<file path="config.mk">
export PLATFORM = sky130hd
export DESIGN_NAME = half_multiply_pipe
export DESIGN_NICKNAME = d
export VERILOG_FILES = /design/src/rtl/half_pkg.sv /design/src/rtl/half_mul_lane.sv /design/src/rtl/half_multiply_pipe.sv
export SDC_FILE = /design/constraint.sdc
export NUM_CORES = 2
export LEC_CHECK = 0
export CORE_MARGIN = 4
export CORE_UTILIZATION = 30
export DETAILED_ROUTE_END_ITERATION = 16
export GPL_TIMING_DRIVEN = 0
export SLEW_MARGIN = 20
export SYNTH_ARGS = -nofsm -noshare
export SYNTH_HDL_FRONTEND = slang
export SYNTH_SLANG_ARGS = --single-unit
</file>
<file path="constraint.sdc">
create_clock -name clk -period 15.75 [get_ports clk]
set_input_delay 2.3625 -clock clk [delete_from_list [all_inputs] [get_ports clk]]
set_output_delay 2.3625 -clock clk [all_outputs]
set_load 0.01 [all_outputs]
</file>
<file path="src/rtl/half_pkg.sv">
// Shared types and constants for the binary16 multiplier pipeline.
//   half_t     : sign/exponent/fraction view of one binary16 value
//   flags_t    : per-lane exception flags {invalid, overflow, underflow}
//   rnd_mode_t : RNE (round-to-nearest-even) or RTZ (truncate)
//   s1_t, s2_t : per-lane payloads carried between pipeline stages
package half_pkg;

    localparam int unsigned HALF_W   = 16;
    localparam int unsigned FLAG_W   = 3;
    localparam int          EXP_BIAS = 15;
    localparam int          EXP_MAX  = 31;

    localparam logic [15:0] QNAN       = 16'h7E00;
    localparam logic [15:0] POS_INF    = 16'h7C00;
    localparam logic [15:0] MAX_FINITE = 16'h7BFF;

    typedef struct packed {
        logic       sign;
        logic [4:0] exp;
        logic [9:0] frac;
    } half_t;

    typedef struct packed {
        logic invalid;
        logic overflow;
        logic underflow;
    } flags_t;

    typedef enum logic {
        RNE = 1'b0,
        RTZ = 1'b1
    } rnd_mode_t;

    // After S1: classification result plus raw exponent sum and mantissa product.
    typedef struct packed {
        rnd_mode_t   rnd;
        logic        special;
        logic [15:0] spec_val;
        flags_t      spec_flags;
        logic        sign;
        logic [7:0]  exp;       // two's complement biased exponent
        logic [21:0] prod;
    } s1_t;

    // After S2: normalised and rounded, range not yet checked.
    typedef struct packed {
        rnd_mode_t   rnd;
        logic        special;
        logic [15:0] spec_val;
        flags_t      spec_flags;
        logic        sign;
        logic [7:0]  exp;       // two's complement biased exponent
        logic [9:0]  frac;
    } s2_t;

endpackage

</file>
<file path="src/rtl/half_mul_lane.sv">
// One binary16 multiply lane. All registers advance together on en.
//   clk, rst   : clock, asynchronous active-high reset
//   en         : global stage enable (stall when low)
//   rnd_mode   : 0 = RNE, 1 = RTZ, captured with the operands
//   a, b       : binary16 operands
//   c, flags   : registered product and exception flags
// Register stages: S1 (unpack/product), STAGES-3 retiming copies of S1,
// S2 (normalise/round, omitted when STAGES=2), S3 (pack/flags, output).
module half_mul_lane
    import half_pkg::*;
#(
    parameter int unsigned STAGES = 3
) (
    input  logic        clk,
    input  logic        rst,
    input  logic        en,
    input  logic        rnd_mode,
    input  logic [15:0] a,
    input  logic [15:0] b,
    output logic [15:0] c,
    output flags_t      flags
);

    localparam int unsigned RETIME = (STAGES > 3) ? STAGES - 3 : 0;

    half_t ha, hb;
    s1_t   s1_d, s1_q;
    s1_t   s1_chain [RETIME+1];
    s2_t   s2_d, s2_q;
    logic [15:0] c_d, c_q;
    flags_t      f_d, f_q;

    assign ha = a;
    assign hb = b;

    // S1: unpack, classify, exponent sum, mantissa product
    always_comb begin
        logic a_nan, b_nan, a_inf, b_inf, a_zero, b_zero;
        s1_d   = '0;
        a_nan  = (ha.exp == 5'd31) && (ha.frac != '0);
        b_nan  = (hb.exp == 5'd31) && (hb.frac != '0);
        a_inf  = (ha.exp == 5'd31) && (ha.frac == '0);
        b_inf  = (hb.exp == 5'd31) && (hb.frac == '0);
        // flush-to-zero: any zero exponent is a signed zero
        a_zero = (ha.exp == 5'd0);
        b_zero = (hb.exp == 5'd0);

        s1_d.rnd  = rnd_mode_t'(rnd_mode);
        s1_d.sign = ha.sign ^ hb.sign;
        s1_d.exp  = {3'b0, ha.exp} + {3'b0, hb.exp} - 8'(EXP_BIAS);
        s1_d.prod = {1'b1, ha.frac} * {1'b1, hb.frac};

        if (a_nan || b_nan) begin
            s1_d.special  = 1'b1;
            s1_d.spec_val = QNAN;
        end else if ((a_inf && b_zero) || (b_inf && a_zero)) begin
            s1_d.special            = 1'b1;
            s1_d.spec_val           = QNAN;
            s1_d.spec_flags.invalid = 1'b1;
        end else if (a_inf || b_inf) begin
            s1_d.special  = 1'b1;
            s1_d.spec_val = POS_INF | {s1_d.sign, 15'b0};
        end else if (a_zero || b_zero) begin
            s1_d.special  = 1'b1;
            s1_d.spec_val = {s1_d.sign, 15'b0};
        end
    end

    // S1 register followed by retiming copies on the product path
    always_ff @(posedge clk or posedge rst) begin
        if (rst) begin
            for (int i = 0; i <= RETIME; i++) begin
                s1_chain[i] <= '0;
            end
        end else if (en) begin
            s1_chain[0] <= s1_d;
            for (int i = 1; i <= RETIME; i++) begin
                s1_chain[i] <= s1_chain[i-1];
            end
        end
    end

    assign s1_q = s1_chain[RETIME];

    // S2: normalise, round
    always_comb begin
        logic        hi, guard, sticky, round_up;
        logic [10:0] mant;
        logic [11:0] mant_r;
        logic [7:0]  exp_n;
        s2_d            = '0;
        s2_d.rnd        = s1_q.rnd;
        s2_d.special    = s1_q.special;
        s2_d.spec_val   = s1_q.spec_val;
        s2_d.spec_flags = s1_q.spec_flags;
        s2_d.sign       = s1_q.sign;

        hi     = s1_q.prod[21];   // product in [2,4)
        mant   = hi ? s1_q.prod[21:11] : s1_q.prod[20:10];
        guard  = hi ? s1_q.prod[10] : s1_q.prod[9];
        sticky = hi ? (|s1_q.prod[9:0]) : (|s1_q.prod[8:0]);
        exp_n  = s1_q.exp + {7'b0, hi};

        round_up = (s1_q.rnd == RNE) && guard && (sticky || mant[0]);
        mant_r   = {1'b0, mant} + {11'b0, round_up};

        if (mant_r[11]) begin
            // 1.11..1 rounded up to 10.0: renormalise
            s2_d.frac = mant_r[10:1];
            s2_d.exp  = exp_n + 8'd1;
        end else begin
            s2_d.frac = mant_r[9:0];
            s2_d.exp  = exp_n;
        end
    end

    if (STAGES >= 3) begin : g_s2_reg
        always_ff @(posedge clk or posedge rst) begin
            if (rst) begin
                s2_q <= '0;
            end else if (en) begin
                s2_q <= s2_d;
            end
        end
    end else begin : g_s2_merged
        assign s2_q = s2_d;
    end

    // S3: range check, pack, flags
    always_comb begin
        c_d = '0;
        f_d = '0;
        if (s2_q.special) begin
            c_d = s2_q.spec_val;
            f_d = s2_q.spec_flags;
        end else if ($signed(s2_q.exp) >= $signed(8'(EXP_MAX))) begin
            f_d.overflow = 1'b1;
            c_d = ((s2_q.rnd == RNE) ? POS_INF : MAX_FINITE) | {s2_q.sign, 15'b0};
        end else if ($signed(s2_q.exp) <= $signed(8'd0)) begin
            f_d.underflow = 1'b1;
            c_d = {s2_q.sign, 15'b0};
        end else begin
            c_d = {s2_q.sign, s2_q.exp[4:0], s2_q.frac};
        end
    end

    always_ff @(posedge clk or posedge rst) begin
        if (rst) begin
            c_q <= '0;
            f_q <= '0;
        end else if (en) begin
            c_q <= c_d;
            f_q <= f_d;
        end
    end

    assign c     = c_q;
    assign flags = f_q;

endmodule

</file>
<file path="src/rtl/half_multiply_pipe.sv">
// Multi-lane pipelined binary16 multiplier with valid/ready handshake.
//   clk, rst             : clock, asynchronous active-high reset
//   in_valid, in_ready   : operand beat handshake (in_ready = !out_valid || out_ready)
//   rnd_mode             : 0 = RNE, 1 = RTZ, travels with the beat
//   a, b                 : LANES packed binary16 operands, lane i at [16i+15:16i]
//   out_valid, out_ready : result beat handshake
//   c                    : LANES packed binary16 products
//   flags                : per lane {invalid, overflow, underflow} at [3i+2:3i]
// Fixed latency of STAGES register stages; any stall freezes the whole pipe.
module half_multiply_pipe
    import half_pkg::*;
#(
    parameter int unsigned LANES  = 4,
    parameter int unsigned STAGES = 3
) (
    input  logic                    clk,
    input  logic                    rst,
    input  logic                    in_valid,
    output logic                    in_ready,
    input  logic                    rnd_mode,
    input  logic [LANES*16-1:0]     a,
    input  logic [LANES*16-1:0]     b,
    output logic                    out_valid,
    input  logic                    out_ready,
    output logic [LANES*16-1:0]     c,
    output logic [LANES*FLAG_W-1:0] flags
);

    logic [STAGES-1:0] valid_q;
    logic              en;

    assign out_valid = valid_q[STAGES-1];
    assign in_ready  = !out_valid || out_ready;
    // Global stall: nothing moves unless the output slot can drain.
    assign en        = in_ready;

    always_ff @(posedge clk or posedge rst) begin
        if (rst) begin
            valid_q <= '0;
        end else if (en) begin
            valid_q <= {valid_q[STAGES-2:0], in_valid};
        end
    end

    for (genvar i = 0; i < LANES; i++) begin : g_lane
        half_mul_lane #(
            .STAGES(STAGES)
        ) u_lane (
            .clk      (clk),
            .rst      (rst),
            .en       (en),
            .rnd_mode (rnd_mode),
            .a        (a[16*i +: 16]),
            .b        (b[16*i +: 16]),
            .c        (c[16*i +: 16]),
            .flags    (flags[FLAG_W*i +: FLAG_W])
        );
    end

endmodule

</file>
# Yosys cells after proc, flatten, opt, wreduce, memory -nomap -nowiden
# Cells that the tools add are included.
[word_totals] register_bits=425
[classes] addsub=20 n_mul=4 magnitude_cmp=8 eq_ne=8 n_mux=73 n_bitwise=9 n_reduce_logical=86
[ops] cell="$mux 17" count=16
[ops] cell="$mux 16" count=8
[ops] cell="$mul 11x11->22" count=4
[ops] cell="$logic_not 10->1" count=8
[ops] cell="$reduce_bool 10->1" count=8
[ops] cell="$mux 18" count=4
[ops] cell="$or 15x16->16" count=4
[ops] cell="$mux 15" count=4
[ops] cell="$mux 11" count=5
[ops] cell="$add 11x1->12" count=4
[ops] cell="$eq 5x5->1 const B" count=8
[ops] cell="$logic_not 5->1" count=8
[ops] cell="$reduce_or 10->1" count=4
[ops] cell="$reduce_or 9->1" count=4
[ops] cell="$add 8x1->8" count=4
[ops] cell="$add 8x1->8 const B" count=4
[ops] cell="$ge 8x6->1 const B" count=4
[ops] cell="$le 8x1->1 const B" count=4
[ops] cell="$logic_and 1x1->1" count=32
[ops] cell="$mux 1" count=32
[ops] cell="$sub 8x4->8 const B" count=4
[ops] cell="$add 5x5->6" count=4
[ops] cell="$logic_or 1x1->1" count=21
[ops] cell="$mux 2" count=4
[ops] cell="3 further kinds" count=6

# Logic depth before layout (Yosys ltp)
[depth] ltp_word=6 ltp_mapped=21 ltp_nobuf=19

# Cells and area by module
# A second synthesis with hierarchy kept.
[unflattened] cells_unflattened=3637 hier_area_um2=33079.2
[by_module_without_submodules] module="half_mul_lane (g_lane[0].u_lane)" instances=1 cells_per_inst=922 area_per_inst_um2=8274.2 seq_area_each_um2=2001.9
[by_module_without_submodules] module="half_mul_lane (g_lane[3].u_lane)" instances=1 cells_per_inst=916 area_per_inst_um2=8262.9 seq_area_each_um2=2001.9
[by_module_without_submodules] module="half_mul_lane (g_lane[2].u_lane)" instances=1 cells_per_inst=901 area_per_inst_um2=8245.4 seq_area_each_um2=2001.9
[by_module_without_submodules] module="half_mul_lane (g_lane[1].u_lane)" instances=1 cells_per_inst=890 area_per_inst_um2=8166.6 seq_area_each_um2=2001.9
[by_module_without_submodules] module="half_multiply_pipe" instances=1 cells_per_inst=8 area_per_inst_um2=130.1 seq_area_each_um2=75.1

# Worst setup path after synthesis
# No wires, ideal clock.
[synth_path] path_type="input to register" startpoint="input b[20]" endpoint="register g_lane[1].u_lane.s1_chain[19] (netlist name)" arrival_ns=7.323 slack_ns=8.300 stages=20 n_path_buf=1 cell_sequence="clkbuf_1 -> nand2_1 -> fa_1 -> inv_1 -> fa_1 -> inv_1 -> fa_1 -> inv_1 -> fa_1 -> inv_1 -> fa_1 -> inv_1 -> ha_1 -> or2_2 -> a21oi_1 -> a31oi_1 -> a41o_1 -> a2111oi_0 -> nor3_1 -> nand3b_1"
[synth_via] elab_chain_cells=1
[synth_rtl] element="start: declaration" line_no="half_multiply_pipe.sv:22" rtl="input logic [LANES*16-1:0] b,"
[synth_rtl] element="$mul 11x11->22" line_no="half_mul_lane.sv:51" rtl="s1_d.prod = {1'b1, ha.frac} * {1'b1, hb.frac};"
[synth_rtl] element="end signal: indexed assignment" line_no="half_mul_lane.sv:78" rtl="s1_chain[i] <= s1_chain[i-1];"
[synth_rtl] element="end: declaration" line_no="half_mul_lane.sv:28" rtl="s1_t s1_chain [RETIME+1];"
# No other way between the ends.
# A chain may end at the register's enable or synchronous reset.

# Final worst setup path
[layout_path] startpoint="input out_ready" endpoint="output in_ready"
[layout_via] elab_chain_cells=1
[layout_rtl] element="start: declaration" line_no="half_multiply_pipe.sv:24" rtl="input logic out_ready,"
[layout_rtl] element="$logic_or 1x1->1" line_no="half_multiply_pipe.sv:33" rtl="assign in_ready = !out_valid || out_ready;"
[layout_rtl] element="end: declaration" line_no="half_multiply_pipe.sv:19" rtl="output logic in_ready,"
# No other way between the ends.

==> impl_metrics.ini <==
[critical_path]
required_ns = 13.39
end_kind = output pin
path_common_cell = clkbuf_1
criticalPathCategory = input port to output pin
critPathBufInv = 7
cp-start-kind = input port
arrival_ns = 6.49
max_stage_delay_ns = 0.75
crit_slowest_cell = clkbuf_1
reg2reg_depth = 7
rr_startpoint = valid_q[2]$_DFFE_PP0P_
ff2ff_setup_slack_ns = 11.77
critPathMaxFanout = 10
crit_family = buffers and inverters
r2r-end = g_lane[2].u_lane.s2_q[8]$_DFFE_PP0P_
crit_chain = clkdlybuf4s50_1 > nor2b_1 > clkbuf_1 > inv_1 > clkbuf_1 > clkbuf_1 > buf_1 > clkdlybuf4s50_1

[clocking]
cts_setup_buffers = 0
cts-root-buf = clkbuf_16
cts_tree = yes
cts_resized = 0
ctsHoldBuffers = 0
clock-sinks = 321
htree_levels = 2
cts_max_path_buffers = 3
clk_latency_ns = 0.56
path_clk_slew_ns = 0.06
numCtsBuffers = 37

[layout]
syn2layout_area_growth_pct = 15.43
regArea_mm2 = 0.008033
drive_above_1_share_pct = 2.738
finalNetCount = 4761
final_util_pct = 35.01
design_area_mm2 = 0.03763
multiInputGateArea_mm2 = 0.02188
n_fill_cell = 11187

[min_path]
holdCritStartpoint = g_lane[0].u_lane.s1_chain[50]$_DFFE_PP0P_
hold_end = g_lane[0].u_lane.s2_q[38]$_DFFE_PP0P_
hold_path_depth = 2
hold_class = register to register

[timing]
final.setup.tns_ns = 0
slew_headroom_pct = 22.96
fmax_ghz = 0.1129
clock_skew_ns = 0.04081
min_period_over_period_pct = 56.24
slew_viol_final = 0
hold_viol = 0
fin_crit_ns = 8.857
worst_pin_slew_ns = 1.156
whs_ns = 0.4523
rsz0062_at_grt = no
setup_viol = 0

[logic_synthesis]
synth_cells = 3795
ys_dominant_reg_cell = dfrtp_1
yosysTopAreaCell = dfrtp_1
yosysWarnings = 0
synth_top_area_share_pct = 24.64
async_reset_ff_share_pct = 100.0
synth_cell_types = 82
avgSynthCellArea_um2 = 8.592
synth_seq_cells = 321
synthesis.nets = 4528
synth_most_common_cell = nand2_1
synth_edf_count = 0
synthTopCellsByCount = nand2_1 (583), inv_1 (520), fa_1 (324)
synth_area_leaders = dfrtp_1 (25%), fa_1 (20%), ha_1 (11%)
ys_seq_area_share_pct = 24.64
syn_area_mm2 = 0.03261

[placed_design]
dp_hpwl_um = 81360
io_buffer_count = 191
gp_congestion = 0.8840
place_area_mm2 = 0.03637

[pwr]
p_per_area_mw_per_mm2 = 187.1
vdd_drop_max_uv = 106.5
pwr-share-clk_pct = 12.8
power.share.combinational_pct = 65.9
p_sw_share_pct = 47.89
p_int_mw = 3.669
p_leak_nw = 17.62
p_switching_mw = 3.371
p_total_mw = 7.040
seq_power_share_pct = 21.3

[die]
core_mm2 = 0.1075
rows = 120
die_x_um = 337.7
ioPinCount = 211
start_util_pct = 30.33
die_y_um = 337.7
dieArea_mm2 = 0.1140

[flow_run]
maxCapViolations = 0

[routing]
vias = 27037
drtIter0Drc = 1943
routed_wl_um = 102100
drcViolationCount = 0
wire_per_inst_um = 18.71
vias_per_cell = 4.954
ant_nets = 0
dr.pass1.iters = 5

[global_routing]
grt_start_max_net_pins = 98
grt_overflow = 0
antenna_found_initial = 3
grt_pass1_vias = 27087
grt_pass1_wl_um = 159200
grt_usage_pct = 17.89

[outcome]
outcome = complete, no violations
[stage by stage]
step	instances	setup WS [ns]
after detailed placement	5392	6.950
after global placement	5389	0.2770
after global routing	5457	6.737
after floorplan	3795	4.503
final	5458	6.893
after CTS	5457	6.922
[power groups by stage]
stage	combinational [mW]	sequential, mW	clock (mW)
after detailed placement	4.63	1.51	0
after floorplan	3.30	1.44	0
after global routing	5.26	1.54	0.944
after global placement	4.58	1.50	0
final	4.64	1.50	0.899
after CTS	4.67	1.49	0.913
[cells by family (layout without fill, tap and decap cells)]
family,Yosys count,after routing,share of synthesized area [%]
fa+ha+maj,600,600,30.48
xor+xnor,162,162,4.352
simple gates,1307,1307,18.73
compound gates,653,653,12.25
flops,321,321,24.64
buf+inv,714,973,8.277
other cells,0,1,0
mux,38,38,1.270
[cell usage in the layout, fill, tap and decap left out, types with 96 or more instances in the layout]
cell and instances:
dfrtp_1 321, o21ai_0 168, inv_1 519, fa_1 324
nor2_1 247, clkdlybuf4s50_1 191, ha_1 276, and2_1 165
a21oi_1 219, xnor2_1 96, clkbuf_1 178, nand2_1 583
[worst min-delay path: cells and delay by family, from the launching register on]
| family | cells | cell delay (ns) |
|---|---|---|
| AND/OR/NAND/NOR | 2 | 0.11 |
| flip-flops | 1 | 0.34 |
[routing by layer]
| metal | global-route usage [%] | routed length [um] |
|---|---|---|
| met4 | 4.093 | 2242 |
| met5 | 0 | 0 |
| met2 | 28.36 | 45540 |
| met1 | 25.45 | 47330 |
| met3 | 3.210 | 7001 |
[worst max-delay path by stage]
stage / cells after the start / endpoint / slack, ns / from
after floorplan: 1 / g_lane[0].u_lane.c[0]$_DFFE_PP0P_ / 4.50 / rst
after global placement: 2 / g_lane[1].u_lane.s1_chain[7]$_DFFE_PP0P_ / 0.28 / rst
after detailed placement: 8 / in_ready / 6.95 / out_ready
after CTS: 8 / in_ready / 6.92 / out_ready
after global routing: 8 / in_ready / 6.74 / out_ready
final: 8 / in_ready / 6.89 / out_ready
[registers in the layout, indices dropped and copies added, names as in the netlist]
register,flops
valid_q,3
g_lane.u_lane.s1_chain,145
g_lane.u_lane.s2_q,97
g_lane.u_lane.flags,12
g_lane.u_lane.c,64
[cell type report]
type / instances / share of cell area, %
inverters: 520 / 5.206
well taps: 1403 / 4.664
plain buffers: 194 / 1.998
clock buffers: 53 / 2.942
clock inverters: 12 / 0.4056
multi-input cells: 2760 / 58.13
flip-flops and latches: 321 / 21.34
repair buffers: 194 / 5.299
diodes: 1 / 0.006649
Note: power is estimated with default switching activity, not from simulation.
